**config.mk**
```make
export PLATFORM = sky130hd
export DESIGN_NAME = cp0
export DESIGN_NICKNAME = d
export VERILOG_FILES = /design/src/rtl/cp0.sv
export SDC_FILE = /design/constraint.sdc
export NUM_CORES = 1
export LEC_CHECK = 0
export BUFFER_PORTS_ARGS = -buffer_cell sky130_fd_sc_hd__buf_2
export CAP_MARGIN = 10
export CELL_PAD_IN_SITES_DETAIL_PLACEMENT = 1
export CELL_PAD_IN_SITES_GLOBAL_PLACEMENT = 1
export CORE_UTILIZATION = 25
export CTS_BUF_LIST = sky130_fd_sc_hd__clkbuf_2
export CTS_CLUSTER_SIZE = 20
export DETAILED_ROUTE_END_ITERATION = 10
export GPL_TIMING_DRIVEN = 0
export PLACE_DENSITY_LB_ADDON = 0.1
export SLEW_MARGIN = 10
export SYNTH_ARGS = -nofsm -noshare
export SYNTH_HDL_FRONTEND = slang
export SYNTH_SLANG_ARGS = --single-unit
```
**constraint.sdc**
```tcl
create_clock -name clk -period 1.92 [get_ports clk]
set_input_delay 0.288 -clock clk [delete_from_list [all_inputs] [get_ports clk]]
set_output_delay 0.288 -clock clk [all_outputs]
set_load 0.005 [all_outputs]
```
**src/rtl/cp0.sv**
```systemverilog
// System coprocessor 0 for the single-cycle MIPS CPU: EPC/Status/Cause registers,
// MFC0/MTC0/ERET decode, three-source exception arbitration and next-PC override.
module cp0 #(
    parameter logic [31:0] HANDLER_ADDR = 32'h0000_0800
) (
    input  logic        clk,
    input  logic        rst,
    input  logic [31:0] Inst,
    input  logic        ExpSrc0,
    input  logic        ExpSrc1,
    input  logic        ExpSrc2,
    input  logic        enable,
    input  logic [31:0] PCin,
    input  logic [31:0] Din,
    output logic        ExRegWrite,
    output logic        IsEret,
    output logic        ExpBlock,
    output logic        HasExp,
    output logic [31:0] PCout,
    output logic [31:0] Dout
);

    localparam logic [1:0] SEL_EPC    = 2'b00;
    localparam logic [1:0] SEL_STATUS = 2'b01;
    localparam logic [1:0] SEL_CAUSE  = 2'b10;

    logic        cop0;
    logic        mfc0;
    logic        mtc0;
    logic        eret;
    logic [1:0]  sel;

    // Only the architecturally live bits are stored; the rest always read as zero.
    logic [31:0] epc;
    logic [3:0]  status;
    logic [4:0]  cause;

    logic [2:0]  req;
    logic [1:0]  req_idx;
    logic        has_exp;

    assign cop0 = (Inst[31:26] == 6'b010000);
    assign mfc0 = cop0 && (Inst[25:21] == 5'b00000);
    assign mtc0 = cop0 && (Inst[25:21] == 5'b00100);
    assign eret = cop0 && (Inst[5:0] == 6'b011000);
    assign sel  = Inst[12:11];

    assign req     = {ExpSrc2, ExpSrc1, ExpSrc0} & status[2:0];
    assign has_exp = (|req) && !status[3];

    always_comb begin
        req_idx = 2'd0;
        if (req[0])
            req_idx = 2'd0;
        else if (req[1])
            req_idx = 2'd1;
        else if (req[2])
            req_idx = 2'd2;
    end

    assign ExRegWrite = mfc0;
    assign IsEret     = eret;
    assign ExpBlock   = status[3];
    assign HasExp     = has_exp;

    always_comb begin
        PCout = PCin;
        if (has_exp)
            PCout = HANDLER_ADDR;
        else if (eret)
            PCout = epc;
    end

    always_comb begin
        Dout = 32'd0;
        case (sel)
            SEL_EPC:    Dout = epc;
            SEL_STATUS: Dout = {28'd0, status};
            SEL_CAUSE:  Dout = {27'd0, cause};
            default:    Dout = 32'd0;
        endcase
    end

    // An exception takes precedence over ERET, which takes precedence over MTC0.
    always_ff @(posedge clk) begin
        if (rst) begin
            epc    <= 32'd0;
            status <= 4'h7;
            cause  <= 5'd0;
        end else if (has_exp) begin
            epc       <= PCin;
            status[3] <= 1'b1;
            cause     <= {req_idx, req};
        end else if (eret) begin
            status[3] <= 1'b0;
        end else if (mtc0 && enable) begin
            case (sel)
                SEL_EPC:    epc    <= Din;
                SEL_STATUS: status <= Din[3:0];
                default:    ;
            endcase
        end
    end

endmodule

```
; Word level (Yosys, flattened, before mapping)
; Index checks and enable logic that the tools add are counted.
[classes]
n_mux = 14
bitwise = 3
reduce_logical = 16
n_eq_ne = 6
[ops]
columns = op, count
row1 = two-way mux 32 bit, 6
row2 = case mux 32 bit (3 select lines), 1
row3 = "equality test 6 x 5 -> 1 bit, second input constant", 2
row4 = two-way mux 4 bit, 2
row5 = two-way mux 2 bit, 3
row6 = nonzero test 3 bit, 2
row7 = "equality test 5 x 3 -> 1 bit, second input constant", 1
row8 = logical AND 1 bit, 5
row9 = zero test 5 bit, 1
row10 = AND reduction 4 bit, 1
row11 = nonzero test 2 bit, 2
row12 = AND 3 bit, 1
row13 = AND reduction 3 bit, 1
row14 = OR reduction 3 bit, 1
row15 = "equality test 2 x 1 -> 1 bit, second input constant", 1
row16 = "equality test 2 bit, second input constant", 1
row17 = zero test 2 bit, 1
row18 = two-way mux 1 bit, 2
row19 = "inequality test 2 x 1 -> 1 bit, second input constant", 1
row20 = NOT 1 bit, 2
row21 = AND reduction 2 bit, 1
row22 = zero test 1 bit, 1
[word_totals]
in_bits = 102
output_inout_bits = 68
wordCells = 43
register_bits = 41

; Longest topological paths before layout
[depth]
depth_word = 6
mapped_depth = 7
ltp_nobuf = 5

; Least setup slack after synthesis
; Ideal clock, no wire load.
[synth_timing]
path_kind = register to output
from = register status[3]
to = output PCout[10]
path_buffers = 1
path_stages_with_launch = 7
slack_ps = 175
arrival_ps = 1457
cell_sequence = dfxtp_1 -> and3b_2 -> a21oi_2 -> inv_1 -> nor2_2 -> buf_4 -> a22o_1
[synth_between]
elab_chain_cells = 3
[synth_lines]
columns = element, line_no
row1 = start: declaration, 35  ; logic [3:0] status;
row2 = start signal: assignment, 99  ; SEL_STATUS: status <= Din[3:0];
row3 = zero test 1 bit, 49  ; assign has_exp = (|req) && !status[3];
row4 = logical AND 1 bit, 49
row5 = net HasExp, 18  ; output logic HasExp,
row6 = two-way mux 32 bit, 68  ; if (has_exp)
row7 = end: declaration, 19  ; output logic [31:0] PCout,
; The timed path passes the listed nets, and every way through them passes these cells.

; Worst setup path in the final report
[layout_timing]
from = register status[1]
to = output PCout[17]
[layout_between]
elab_chain_cells = 4
[layout_lines]
columns = element, line_no
row1 = AND 3 bit, 48  ; assign req = {ExpSrc2, ExpSrc1, ExpSrc0} & status[2:0];
row2 = OR reduction 3 bit, 49
row3 = logical AND 1 bit, 49
row4 = two-way mux 32 bit, 68
; Every way passes these cells.

==> metrics.csv <==
stage,metric,value,unit
timing,min cycle time layout,2.22,ns
yosys,distinct cell type count after synthesis,38,
status,run status,"complete, but fails checks",
min_path,Worst Hold Endpoint,epc[17],
setup_path,required time of the critical path,1.63,ns
clocking,clock input transition at the sequential cells of the worst setup and hold paths,0.25,ns
clocking,TritonCTS clock tree,built,
clocking,number of hold buffers added after cts,0,
timing,transition time at the pin with the least slew margin,0.624,ns
timing,slack of the critical path,-0.303,ns
run,reported max-cap violation count,0,
global_routing,global-route total usage across every layer,0.202,
clocking,clock sink count,41,
drt,via density per instance,4.98,
final_layout,"count of placed standard cells in the final layout, fillers left out",652,
drt,number of optimization iterations in the first detailed-route pass,4,
floorplan,starting utilization of the core area,0.258,
final_layout,most frequent cells in the layout,"buf_2 (156), nand2_1 (62), dfxtp_1 (37)",
clocking,clock insertion delay at the later pin of the skew report,0.43,ns
setup_path,critical path launch point,status[1],
power_and_ir_drop,highest ir drop seen on vdd,0.000288,V
clocking,clk buf depth,2,
yosys,summed instance area of the synthesized netlist,2820,um2
drt,Met3 Routed Length,521,um
floorplan,total die area,11700,um2
timing,max-slew violation count,0,
setup_path,worst reg2reg startpoint,status[1],
clocking,clock buffer count from CTS,5,
power_and_ir_drop,power per standard cell area,587,nW/um2
floorplan,number of primary I/O pins,170,
yosys,post-synthesis average cell area,8.54,um2
final_layout,antenna diode count,0,
yosys,cell count after synthesis,330,
min_path,Hold Crit Depth,3,
drt,routed metal-1 wire length,5.26,mm
final_layout,share of post-route cells with drive strength above 1,0.516,
timing,slew margin rel.,0.584,
power_and_ir_drop,leakage power total,2.05,nW
setup_path,crit path cell chain,a22o_4 -> a21oi_4 -> inv_2 -> nor2_4 -> buf_6 -> buf_8 -> a22o_1 -> buf_2,
final_layout,Layout Area Growth over Synthesis,47.5,%
timing,clock skew,0.0138,ns
yosys,yosys warns,0,
setup_path,type of the worst setup path,reg -> out,
placed_design,detailed-placement wirelength estimate,8.80,mm
timing,Final Cycle Share,1.16,
yosys,Syn Nets,432,
drt,Final Routed Wirelength,12.0,mm
floorplan,core area,10900,um2
timing,Fin. Hold Viols,0,
final_layout,most common library cell in the layout ignoring fill and taps,buf_2,
timing,setup repair after global routing missed its margin,true,
global_routing,initial antenna violation count,0,
drt,routed wire length per instance,18.4,um
clocking,cell at the root of the clock tree,clkbuf_2,
setup_path,Critical Path Max Stage Delay,0.38,ns
placed_design,# port buffers,154,
yosys,#FFs+latches synth,41,
setup_path,logic depth of the worst register-to-register path,7,
floorplan,Die Y,108,um
setup_path,worst reg2reg setup slack,0.15,ns
status,violations in the final reports,setup timing,
min_path,min-delay worst type,in -> reg,
setup_path,cell with the biggest individual delay on the critical path,dfxtp_2,
drt,Starting DRT DRC Count,94,
setup_path,critical path peak fanout,5,
drt,remaining number of nets flagged by the antenna check after routing,0,
timing,post-route worst hold slack,0.0475,ns
global_routing,vias in the first global route,3363,
timing,setup violators final,32,
placed_design,routability congestion estimate from global placement,0.815,
setup_path,Critical Path AT,1.93,ns
setup_path,startpoint types,register,
setup_path,endpoint of the lowest-slack register-to-register path,epc[13],
drt,DRC violation count after routing,0,
final_layout,net count reported at finish,613,
timing,highest attainable clock frequency,0.450,GHz
yosys,post-synthesis sequential area ratio,0.291,
min_path,min-delay src,PCin[17],
floorplan,number of cell rows,38,
floorplan,width of the die,108,um
global_routing,global-route wire length before repair,17.9,mm
clocking,number of levels in the clock H-tree,2,
global_routing,"Remaining Overflow, GRT",0,
drt,routed vias,3245,
setup_path,kind of capture point of the worst setup path,primary output,
drt,top layer reached by signal wires,met4,
drt,met2 wirelength from detailed routing,6.14,mm
global_routing,pin count of the biggest net entering global routing,14,
placed_design,placed cell count,624,
## synth_stat cells
master / instances / share of area
nor2_1: 14 / 0.019
o211ai_1: 3 / 0.0080
and4_1: 2 / 0.0062
and3_1: 2 / 0.0044
mux2i_1: 9 / 0.032
nand2_2: 9 / 0.020
nand4_1: 33 / 0.073
a22oi_1: 3 / 0.0080
a22o_2: 1 / 0.0036
inv_1: 4 / 0.0053
a21oi_1: 4 / 0.0071
nor2b_1: 4 / 0.0089
dlygate4sd1_1: 2 / 0.0062
a21oi_2: 1 / 0.0031
buf_2: 3 / 0.0053
nor4b_2: 1 / 0.0053
clkbuf_1: 6 / 0.0080
buf_4: 10 / 0.027
nor2_2: 1 / 0.0022
o211ai_2: 28 / 0.12
o221ai_1: 1 / 0.0031
nand2b_1: 1 / 0.0022
nor4_1: 1 / 0.0022
nand4bb_1: 1 / 0.0040
nor4_2: 1 / 0.0044
and4b_1: 1 / 0.0036
a211oi_4: 1 / 0.0071
dfxtp_1: 41 / 0.29
o21ai_0: 5 / 0.0089
nor3_1: 1 / 0.0018
a22o_1: 31 / 0.096
and3b_2: 1 / 0.0036
o31ai_1: 1 / 0.0027
a211oi_1: 1 / 0.0027
and2_1: 28 / 0.062
buf_6: 10 / 0.040
clkbuf_4: 2 / 0.0053
nand2_1: 62 / 0.083
## layer usage
metal | global-route usage | vias to the layer above
met1 | 0.249 | 1566
met5 | 0 | -
met4 | 0.0372 | 0
met2 | 0.374 | 95
li1 | - | 1576
met3 | 0.0271 | 8
## state kept, by name, summed over array words and instances (netlist names)
| name | count |
|---|---|
| epc | 32 |
| cause | 5 |
| status | 4 |
## power breakdown
group          leakage [nW]  switching, mW  internal, mW  total, mW
clock                0.0366          0.340         0.215      0.555
sequential            0.336         0.0624         0.935      0.997
combinational          1.67          0.431         0.459      0.890
total                  2.05          0.834          1.61       2.44
## kinds of logic (layout without fill, tap and decap cells)
logic type	count (synthesis)	in the layout	share of synthesized area
muxes	9	9	0.0320
DFF	41	41	0.291
AOI/OAI and AO/OA	80	80	0.275
buffers and inverters	37	219	0.0968
and+or+nand+nor	163	163	0.305
## layout make-up
cell class	instances	area [um2]
Fill cell	1387	6780
Multi-Input combinational cell	252	1770
Timing Repair Buffer	174	982
Sequential cell	41	828
Buffer	33	323
Tap cell	140	175
Clock inverter	3	41.3
Clock buffer	5	25.0
Inverter	4	15.0
## metrics by stage
step	TNS (ns)	area (um2)	power (mW)	worst slack [ns]	util
floorplan	0	2820	1.40	0.175	-
global placement	-20.93	3760	1.73	-0.498	0.344
detailed placement	-24.80	3760	1.75	-0.529	0.344
CTS	-8.87	4080	2.44	-0.307	0.373
global route	-11.81	4160	2.58	-0.406	0.380
finish	-8.83	4160	2.44	-0.303	0.380
## worst max path at each step
stage                     end  slack (ns)  cells after the start
finish              PCout[17]       -0.30                      8
global route        PCout[17]       -0.41                      8
CTS                 PCout[12]       -0.31                      8
detailed placement   Dout[23]       -0.53                      5
global placement     Dout[23]       -0.50                      5
floorplan           PCout[10]        0.17                      6
## critical path, delay by kind of cell, from the launching register on
family,cells,cell delay (ns)
flip-flops,1,0.38
AO/OA/AOI/OAI,3,0.55
buffers and inverters,4,0.46
AND/OR/NAND/NOR,1,0.12
## repair_timing
action	4_1_cts	5_1_grt
setup buffers	12	5
gates cloned	2	1
endpoints found under the setup margin	75	43
pin swaps	16	21
gates resized for setup	35	4
Power figures use the tool's default switching activity.
